File: src/rtl/uart_cmd_ctrl_if.sv
// Handshake and bus bundle for uart_cmd_ctrl: UART receive/transmit byte streams and the register bus.
// The master modport is the sequencer's view; the slave modport is the view of the cores around it.
interface uart_cmd_ctrl_if;
  logic       rx_vld;
  logic [7:0] rx_data;
  logic       rx_perr;
  logic       reg_wr;
  logic       reg_rd;
  logic [7:0] reg_addr;
  logic [7:0] reg_wdata;
  logic [7:0] reg_rdata;
  logic       reg_ack;
  logic       tx_busy;
  logic       tx_req;
  logic [7:0] tx_data;
  logic       pkt_err;

  modport master (
    input  rx_vld, rx_data, rx_perr, reg_rdata, reg_ack, tx_busy,
    output reg_wr, reg_rd, reg_addr, reg_wdata, tx_req, tx_data, pkt_err
  );

  modport slave (
    output rx_vld, rx_data, rx_perr, reg_rdata, reg_ack, tx_busy,
    input  reg_wr, reg_rd, reg_addr, reg_wdata, tx_req, tx_data, pkt_err
  );
endinterface

File: src/rtl/uart_cmd_ctrl.sv
// Serial command sequencer: assembles CMD/ADDR/DATA/TRL packets, issues one register access, returns one response byte.
// Optional inter-byte timeout is enabled by defining UART_CMD_TIMEOUT_EN.
module uart_cmd_ctrl #(
  parameter int TIMEOUT_CYC = 2000
) (
  input logic             clk,
  input logic             rst,
  uart_cmd_ctrl_if.master bus
);

  localparam logic [7:0] CMD_WR  = 8'h20;
  localparam logic [7:0] CMD_RD  = 8'h21;
  localparam logic [7:0] TRAILER = 8'hAA;
  localparam logic [7:0] WR_RESP = 8'h55;

  if (TIMEOUT_CYC < 2 || TIMEOUT_CYC > 65535) begin : g_bad_timeout
    $error("uart_cmd_ctrl: TIMEOUT_CYC must lie in 2..65535");
  end

  typedef enum logic [2:0] {
    S_CMD, S_ADR, S_DAT, S_TRL, S_EXE, S_RDW, S_TX
  } state_t;

  state_t     r_state;
  logic       r_is_rd;
  logic       r_reg_wr;
  logic       r_reg_rd;
  logic [7:0] r_reg_addr;
  logic [7:0] r_reg_wdata;
  logic       r_tx_req;
  logic [7:0] r_tx_data;
  logic       r_pkt_err;

  logic w_cmd_ok;
  logic w_trl_ok;
  logic w_timeout;

  assign w_cmd_ok = !bus.rx_perr && (bus.rx_data == CMD_WR || bus.rx_data == CMD_RD);
  assign w_trl_ok = !bus.rx_perr && (bus.rx_data == TRAILER);

`ifdef UART_CMD_TIMEOUT_EN
  localparam logic [15:0] TO_LAST = 16'(TIMEOUT_CYC - 1);
  logic [15:0] r_tocnt;
  logic        w_in_pkt;

  assign w_in_pkt  = (r_state == S_ADR) || (r_state == S_DAT) || (r_state == S_TRL);
  assign w_timeout = w_in_pkt && !bus.rx_vld && (r_tocnt == TO_LAST);
`else
  assign w_timeout = 1'b0;
`endif

  // Strobes default low each cycle; responses are issued one cycle after tx_busy is seen low.
  always_ff @(posedge clk) begin
    if (rst) begin
      r_state     <= S_CMD;
      r_is_rd     <= 1'b0;
      r_reg_wr    <= 1'b0;
      r_reg_rd    <= 1'b0;
      r_reg_addr  <= 8'h00;
      r_reg_wdata <= 8'h00;
      r_tx_req    <= 1'b0;
      r_tx_data   <= 8'h00;
      r_pkt_err   <= 1'b0;
`ifdef UART_CMD_TIMEOUT_EN
      r_tocnt     <= 16'h0000;
`endif
    end else begin
      r_reg_wr  <= 1'b0;
      r_reg_rd  <= 1'b0;
      r_tx_req  <= 1'b0;
      r_pkt_err <= 1'b0;

      case (r_state)
        S_CMD: begin
          if (bus.rx_vld) begin
            if (w_cmd_ok) begin
              r_is_rd <= bus.rx_data[0];
              r_state <= S_ADR;
            end else begin
              r_pkt_err <= 1'b1;
            end
          end
        end
        S_ADR: begin
          if (bus.rx_vld) begin
            if (bus.rx_perr) begin
              r_pkt_err <= 1'b1;
              r_state   <= S_CMD;
            end else begin
              r_reg_addr <= bus.rx_data;
              r_state    <= S_DAT;
            end
          end else if (w_timeout) begin
            r_pkt_err <= 1'b1;
            r_state   <= S_CMD;
          end
        end
        S_DAT: begin
          if (bus.rx_vld) begin
            if (bus.rx_perr) begin
              r_pkt_err <= 1'b1;
              r_state   <= S_CMD;
            end else begin
              r_reg_wdata <= bus.rx_data;
              r_state     <= S_TRL;
            end
          end else if (w_timeout) begin
            r_pkt_err <= 1'b1;
            r_state   <= S_CMD;
          end
        end
        // The access strobe is launched here so it appears the cycle right after the trailer.
        S_TRL: begin
          if (bus.rx_vld) begin
            if (w_trl_ok) begin
              r_reg_wr <= !r_is_rd;
              r_reg_rd <= r_is_rd;
              r_state  <= S_EXE;
            end else begin
              r_pkt_err <= 1'b1;
              r_state   <= S_CMD;
            end
          end else if (w_timeout) begin
            r_pkt_err <= 1'b1;
            r_state   <= S_CMD;
          end
        end
        S_EXE: begin
          if (bus.rx_vld) r_pkt_err <= 1'b1;
          if (r_is_rd) begin
            r_state <= S_RDW;
          end else begin
            r_tx_data <= WR_RESP;
            if (!bus.tx_busy) begin
              r_tx_req <= 1'b1;
              r_state  <= S_CMD;
            end else begin
              r_state <= S_TX;
            end
          end
        end
        S_RDW: begin
          if (bus.rx_vld) r_pkt_err <= 1'b1;
          if (bus.reg_ack) begin
            r_tx_data <= bus.reg_rdata;
            if (!bus.tx_busy) begin
              r_tx_req <= 1'b1;
              r_state  <= S_CMD;
            end else begin
              r_state <= S_TX;
            end
          end
        end
        S_TX: begin
          if (bus.rx_vld) r_pkt_err <= 1'b1;
          if (!bus.tx_busy) begin
            r_tx_req <= 1'b1;
            r_state  <= S_CMD;
          end
        end
        default: r_state <= S_CMD;
      endcase

`ifdef UART_CMD_TIMEOUT_EN
      if (w_in_pkt && !bus.rx_vld && !w_timeout) r_tocnt <= r_tocnt + 16'd1;
      else                                       r_tocnt <= 16'h0000;
`endif
    end
  end

  assign bus.reg_wr    = r_reg_wr;
  assign bus.reg_rd    = r_reg_rd;
  assign bus.reg_addr  = r_reg_addr;
  assign bus.reg_wdata = r_reg_wdata;
  assign bus.tx_req    = r_tx_req;
  assign bus.tx_data   = r_tx_data;
  assign bus.pkt_err   = r_pkt_err;

endmodule

File: src/flat_wrapper.sv
// flat-port wrapper written by rule: the top's interface ports become plain ports
module uart_cmd_ctrl_flat 
#(
  parameter int TIMEOUT_CYC = 2000
)
  (clk, rst, bus_rx_vld, bus_rx_data, bus_rx_perr, bus_reg_rdata, bus_reg_ack, bus_tx_busy, bus_reg_wr, bus_reg_rd, bus_reg_addr, bus_reg_wdata, bus_tx_req, bus_tx_data, bus_pkt_err);
  uart_cmd_ctrl_if bus_i ();
  input logic clk;
  input logic rst;
  input wire logic [$bits(bus_i.rx_vld)-1:0] bus_rx_vld;
  input wire logic [$bits(bus_i.rx_data)-1:0] bus_rx_data;
  input wire logic [$bits(bus_i.rx_perr)-1:0] bus_rx_perr;
  input wire logic [$bits(bus_i.reg_rdata)-1:0] bus_reg_rdata;
  input wire logic [$bits(bus_i.reg_ack)-1:0] bus_reg_ack;
  input wire logic [$bits(bus_i.tx_busy)-1:0] bus_tx_busy;
  output wire logic [$bits(bus_i.reg_wr)-1:0] bus_reg_wr;
  output wire logic [$bits(bus_i.reg_rd)-1:0] bus_reg_rd;
  output wire logic [$bits(bus_i.reg_addr)-1:0] bus_reg_addr;
  output wire logic [$bits(bus_i.reg_wdata)-1:0] bus_reg_wdata;
  output wire logic [$bits(bus_i.tx_req)-1:0] bus_tx_req;
  output wire logic [$bits(bus_i.tx_data)-1:0] bus_tx_data;
  output wire logic [$bits(bus_i.pkt_err)-1:0] bus_pkt_err;
  assign bus_i.rx_vld = bus_rx_vld;
  assign bus_i.rx_data = bus_rx_data;
  assign bus_i.rx_perr = bus_rx_perr;
  assign bus_i.reg_rdata = bus_reg_rdata;
  assign bus_i.reg_ack = bus_reg_ack;
  assign bus_i.tx_busy = bus_tx_busy;
  assign bus_reg_wr = bus_i.reg_wr;
  assign bus_reg_rd = bus_i.reg_rd;
  assign bus_reg_addr = bus_i.reg_addr;
  assign bus_reg_wdata = bus_i.reg_wdata;
  assign bus_tx_req = bus_i.tx_req;
  assign bus_tx_data = bus_i.tx_data;
  assign bus_pkt_err = bus_i.pkt_err;
  uart_cmd_ctrl #(.TIMEOUT_CYC(TIMEOUT_CYC)) u_core (.clk(clk), .rst(rst), .bus(bus_i));
endmodule
File: config.mk
export PLATFORM = sky130hd
export DESIGN_NAME = uart_cmd_ctrl_flat
export DESIGN_NICKNAME = d
export VERILOG_FILES = /design/src/rtl/uart_cmd_ctrl_if.sv /design/src/rtl/uart_cmd_ctrl.sv /design/src/flat_wrapper.sv
export SDC_FILE = /design/constraint.sdc
export NUM_CORES = 1
export LEC_CHECK = 0
export ABC_AREA = 0
export CORE_AREA = 4 4 63 65
export DETAILED_ROUTE_END_ITERATION = 10
export DIE_AREA = 0 0 67 69
export GPL_TIMING_DRIVEN = 0
export PLACE_DENSITY = 0.72
export SETUP_SLACK_MARGIN = 0.1
export SLEW_MARGIN = 30
export SYNTH_ARGS = -nofsm -noshare
export SYNTH_HDL_FRONTEND = slang
export SYNTH_SLANG_ARGS = --single-unit
File: constraint.sdc
create_clock -name clk -period 1.4 [get_ports clk]
set_clock_uncertainty 0.05 [all_clocks]
set_input_delay 0.28 -clock clk [delete_from_list [all_inputs] [get_ports clk]]
set_output_delay 0.28 -clock clk [all_outputs]
set_load 0.02 [all_outputs]
==> results.cfg, run 1 <==
[setup_path]
worstSetupStartpointType = register
timing.rr.start = u_core.r_state[2]
cp_num_buf_inv = 3
worstPathCellList = buf_6 -> nor3b_4 -> buf_6 -> buf_6 -> nand3_2 -> a21oi_1
r2r_cells = 6
cpMaxStageDelayCell = dfxtp_2
slowest_delay_ns = 0.33
crit_top_cell = buf_6
required_ns = 1.63
worstSetupPathType = reg2reg
r2r_slack_ns = 0.02
crit_arrival_ns = 1.61
crit_family = buffers and inverters
r2r-end = u_core.bus.reg_wdata[3]
critPathMaxFanout = 7
cp-end-kind = register

[place]
dp_slack_ns = -0.629
gp_congestion = 0.841
numPortBuffers = 48
place_area_um2 = 1970
dp_hpwl_um = 2900

[finish]
fin_util = 0.659
postLayoutCellArea_um2 = 2200
nNetsFinal = 261
drive_gt1_frac = 0.425
n_antenna_cell = 0
syn_to_final_growth_pct = 53.7

[die]
die_area_um2 = 4620
pin_count = 50
fp.dieH_um = 69
die_w_um = 67
start_util = 0.429
coreArea_um2 = 3340
fp-row-count = 21

[drt]
routedWlPerCell_um = 15.8
drt-pass1-iter-count = 4
num_vias = 1572
drc = 0
drt_iter0_markers = 86
avgViaCountPerCell = 5.50
routed_wirelength_um = 4510
ant_nets = 0

[synth]
synthDistinctLibCells = 40
syn_area_per_cell_um2 = 8.31
synth_area_um2 = 1430
synth_top_cells_by_count = dfxtp_1, a21oi_1, nand2_1
synth_area_leaders = dfxtp_1, a21oi_1, nand3_1, nand2_1, nor2_1
synth_most_common_cell = dfxtp_1
yosysWarnings = 0
netlist_instances = 172
yosysTopAreaCell = dfxtp_1
yosys_most_used_dff = dfxtp_1
synth_top_area_frac = 0.448
syn-num-nets = 194
synth_seq_cells = 32
async_flop_share = 0
synth_seq_area_share = 0.448
synth_edf_count = 0

[sta]
rsz0062_at_grt = yes
drv_slew = 0
fin_crit_sh = 0.984
slew-limit-headroom = 0.662
fin_crit_ns = 1.38
tightest_slew_ns = 0.507
fmax_mhz = 726
final_hold_viol_count = 0
setup_violations = 0
finalWorstSetupSlack_ns = 0.0226

[min_path]
min_path_cells = 3
hp-class = in2reg
holdCritStartpoint = bus_rx_data[4]
hold_path_end = u_core.bus.reg_wdata[4]

[cts]
cts_tree = built
numCtsBuffers = 5
cts_buffer_depth = 2
cts_sinks = 32
htreeDepth = 2
cts_root_buf = clkbuf_4
clock_latency_ns = 0.35
cts.reportedPaths.clkPinSlew_ns = 0.11

[grt]
grt_pass1_wl_um = 7410
track_usage = 0.206
grt_max_degree = 12
overflow = 0
antenna_found_initial = 0
grt_pass1_vias = 1635

[pwr]
peakVddDrop_mv = 0.565
power_leakage_uw = 0.000880
powerDensity_nw_per_um2 = 932

[outcome]
outcome = complete, no violations

[run]
maxCapViolations = 0
==> worst reg2reg max path: stages (launching register included) <==
cell and delay, ns:
dfxtp_2 0.33, buf_6 0.13, nor3b_4 0.31, buf_6 0.16, buf_6 0.11, nand3_2 0.07, a21oi_1 0.15
==> layout make-up <==
type | instances | area (um^2)
plain buffers | 11 | 78.8
clock buffers | 5 | 37.5
clock inverters | 3 | 42.5
fillers | 313 | 1140
inverters | 2 | 10.0
multi-input cells | 127 | 902
flip-flops and latches | 32 | 649
well taps | 46 | 57.6
repair buffers | 60 | 420
==> timing repair <==
| action | in CTS | in global routing |
|---|---|---|
| pin swaps | 22 | 14 |
| gates resized for setup | 127 | 54 |
| buffers inserted | 12 | 0 |
| endpoints found under the setup margin | 60 | 53 |
| hold buffers | 0 | 0 |
==> sequential cells by signal, summed over array words and instances, names as in the netlist <==
register and count:
u_core.bus.reg_wr 1, u_core.bus.pkt_err 1, u_core.bus.reg_wdata 8, u_core.r_is_rd 1, u_core.bus.reg_rd 1, u_core.bus.reg_addr 8
u_core.bus.tx_data 8, u_core.r_state 3, u_core.bus.tx_req 1
==> cell usage in the layout (no fill, tap or decap), types with 2 or more instances in the layout <==
master	instances
buf_6	6
clkbuf_4	6
dlygate4sd2_1	5
nor3_2	2
clkbuf_1	2
nand2_1	18
nor3_1	4
nor2b_1	3
dfxtp_1	29
nor4b_2	2
a22oi_2	4
buf_4	11
nor2_2	5
nand3_2	4
nand4_1	2
a21oi_2	3
buf_2	27
dfxtp_4	2
clkbuf_2	7
o21ai_0	2
nor2_1	14
clkdlybuf4s50_1	11
nor3b_1	2
a21oi_1	17
nand3_1	13
nand2_4	2
a31oi_1	3
nand2b_1	3
==> stage by stage <==
step / TNS [ns] / hold WS (ns) / instances / total power [uW]
after floorplan: 0 / 0.301 / 172 / 1120
after global placement: -12.76 / 0.391 / 266 / 1240
after detailed placement: -13.34 / 0.399 / 266 / 1250
after CTS: -0.00732 / 0.309 / 286 / 2020
after global routing: -0.118 / 0.133 / 286 / 2140
final: 0 / 0.165 / 286 / 2050
==> logic make-up (layout without fill, tap and decap cells) <==
family	Yosys count	after routing	share of synthesized area
AO/OA/AOI/OAI	40	40	0.180
AND/OR/NAND/NOR	86	86	0.325
multiplexers	1	1	0.00700
flip-flops	32	32	0.448
buffers and inverters	13	81	0.0402
==> power by group <==
group | switching, uW | internal [uW]
clock network | 357 | 372
logic | 205 | 175
registers | 12.9 | 927
==> metal layers <==
metal	track usage	wire length, um
met4	0.0833	112
met1	0.238	1760
met3	0.0860	344
met5	0	0
met2	0.330	2290
==> worst max-delay path by stage <==
stage | startpoint | to | slack, ns | cells past startpoint
floorplan | bus_rx_data[4] | u_core.r_state[2] | 0.1 | 4
finish | u_core.r_state[2] | u_core.bus.reg_wdata[3] | 0.02 | 6
global placement | bus_rx_data[4] | u_core.r_state[2] | -0.57 | 5
global route | u_core.r_state[2] | u_core.bus.reg_wdata[3] | -0.02 | 6
CTS | u_core.r_state[0] | u_core.r_state[0] | -0.004 | 4
detailed placement | bus_rx_data[4] | u_core.r_state[2] | -0.63 | 5
Note: power is estimated with default switching activity, not from simulation.
==> run 2: changes to the inputs <==
--- a/config.mk
+++ b/config.mk
@@ -6,9 +6,10 @@
 export NUM_CORES = 1
 export LEC_CHECK = 0
 export ABC_AREA = 0
-export CORE_AREA = 4 4 63 65
+export CAP_MARGIN = 20
+export CORE_AREA = 2 2 61 63
 export DETAILED_ROUTE_END_ITERATION = 10
-export DIE_AREA = 0 0 67 69
+export DIE_AREA = 0 0 63 65
 export GPL_TIMING_DRIVEN = 0
 export PLACE_DENSITY = 0.72
 export SETUP_SLACK_MARGIN = 0.1
==> results.cfg, run 2 (synthesis gave the netlist of run 1 again) <==
[outcome]
outcome = complete, no violations

[setup_path]
critPathMaxFanout = 6
worstSetupStartpointType = register
startpoint = u_core.r_state[0]
worstSetupPathType = reg2reg
r2r-end = u_core.r_state[1]
cp-end-kind = register
timing.rr.start = u_core.r_state[0]
crit_arrival_ns = 1.58
r2r_cells = 4
r2r_slack_ns = 0.02
required_ns = 1.60

[finish]
final_cell_mix = dfxtp_1, buf_2, nand2_1, nor2_1, a21oi_2
fin_util = 0.651
fillCellCount = 310
final_common_cell = dfxtp_1
n_antenna_cell = 0
syn_to_final_growth_pct = 59.1
drive_gt1_frac = 0.469
nNetsFinal = 260

[min_path]
holdCritStartpoint = bus_rx_data[6]
hp-class = in2reg
min_path_cells = 3
hold_path_end = u_core.bus.reg_wdata[6]

[sta]
slew-limit-headroom = 0.572
setup_violations = 0
final_hold_viol_count = 0
drv_slew = 0
tightest_slew_ns = 0.642
rsz0062_at_grt = yes
fin_crit_ns = 1.38
fmax_mhz = 725
setup_tns_ns = 0
fin_crit_sh = 0.985

[drt]
num_vias = 1516
avgViaCountPerCell = 5.28
drt-pass1-iter-count = 4
routedWlPerCell_um = 13.9
drt_iter0_markers = 45
routed_wirelength_um = 3990
ant_nets = 0
drc = 0

[die]
fp.dieH_um = 65
die_w_um = 63
coreArea_um2 = 3500
pin_count = 50
start_util = 0.409
die_area_um2 = 4100
fp-row-count = 22

[place]
numPortBuffers = 48
gp_congestion = 0.867
dp_hpwl_um = 2630

[cts]
cts_sinks = 32
numCtsBuffers = 5
cts_root_buf = clkbuf_4
cts_tree = built
cts_buffer_depth = 2
clock_latency_ns = 0.34
cts.reportedPaths.clkPinSlew_ns = 0.11
cts_hold_buf = 0
htreeDepth = 2

[grt]
overflow = 0
grt_pass1_vias = 1362
grt_pass1_wl_um = 6250
track_usage = 0.195
antenna_found_initial = 0
grt_max_degree = 12

[pwr]
peakVddDrop_mv = 0.576
power_leakage_uw = 0.000862
netSwitchingPower_uw = 556
clkPwrFrac = 0.282
swShare = 0.301
internal_power_uw = 1290
seq_power_share = 0.509
p_comb_frac = 0.209
powerDensity_nw_per_um2 = 813

[run]
maxCapViolations = 0
run 2: cell types whose count changed in the layout (fill, tap and decap cells not counted), moves of 2 or more:
| cell | change |
|---|---|
| a21oi_1 | -9 |
| a21oi_2 | +9 |
| nand3_1 | -8 |
| nand3_4 | +7 |
| nor2_1 | +4 |
| nor2_2 | -4 |
| nor3_1 | +2 |
run 2: worst max-delay path by stage:
stage | end | slack, ns | cells past startpoint
3_5_place_dp | u_core.r_state[2] | -0.61 | 5
3_3_place_gp | u_core.r_state[2] | -0.60 | 5
2_1_floorplan | u_core.r_state[2] | 0.1 | 4
6_report | u_core.r_state[1] | 0.02 | 4
5_1_grt | u_core.r_state[1] | -0.05 | 5
4_1_cts | u_core.r_state[0] | -0.004 | 4
run 2: layout make-up:
type	count	area [um^2]	area share
Multi-Input combinational cell	127	988	0.435
Timing Repair Buffer	59	425	0.187
Sequential cell	32	651	0.286
Inverter	2	7.51	0.00330
Clock buffer	5	37.5	0.0165
Clock inverter	3	18.8	0.00825
Buffer	11	86.3	0.0380
Tap cell	48	60.1	0.0264
run 2: power by group through the flow:
stage,registers [uW],clock network (uW),logic [uW]
finish,941,521,387
global route,944,595,418
CTS,942,536,305
detailed placement,960,0,287
global placement,960,0,286
floorplan,968,0,154
run 2: layer usage:
layer	share of wire	GRT usage	wire [um]	vias up
li1	-	-	-	748
met1	0.44	0.249	1750	708
met2	0.47	0.291	1880	54
met3	0.074	0.0677	296	6
met4	0.016	0.0917	63	0
met5	0	0	0	-
run 2: metrics by stage:
stage                     total power (uW)  setup slack (ns)  instance area (um^2)  instances  hold slack [ns]
final                                 1850            0.0206                  2270        287            0.180
after global routing                  1960           -0.0519                  2270        287            0.170
after CTS                             1780          -0.00401                  2100        280            0.308
after detailed placement              1250            -0.606                  1980        268            0.398
after global placement                1250            -0.596                  1980        268            0.392
after floorplan                       1120            0.0966                  1440        172            0.301
run 2: timing repair:
| action | in CTS | in global routing |
|---|---|---|
| buffers inserted | 4 | 6 |
| endpoints found under the setup margin | 60 | 54 |
| pin swaps | 11 | 21 |
| resized for setup | 112 | 85 |
| gates cloned | 0 | 1 |
run 2: worst max-delay path, stage by stage, from the launching register on:
cell and delay, ns:
dfxtp_4 0.37, o21a_1 0.18, a311o_2 0.35, and2_4 0.16, a211oi_2 0.19
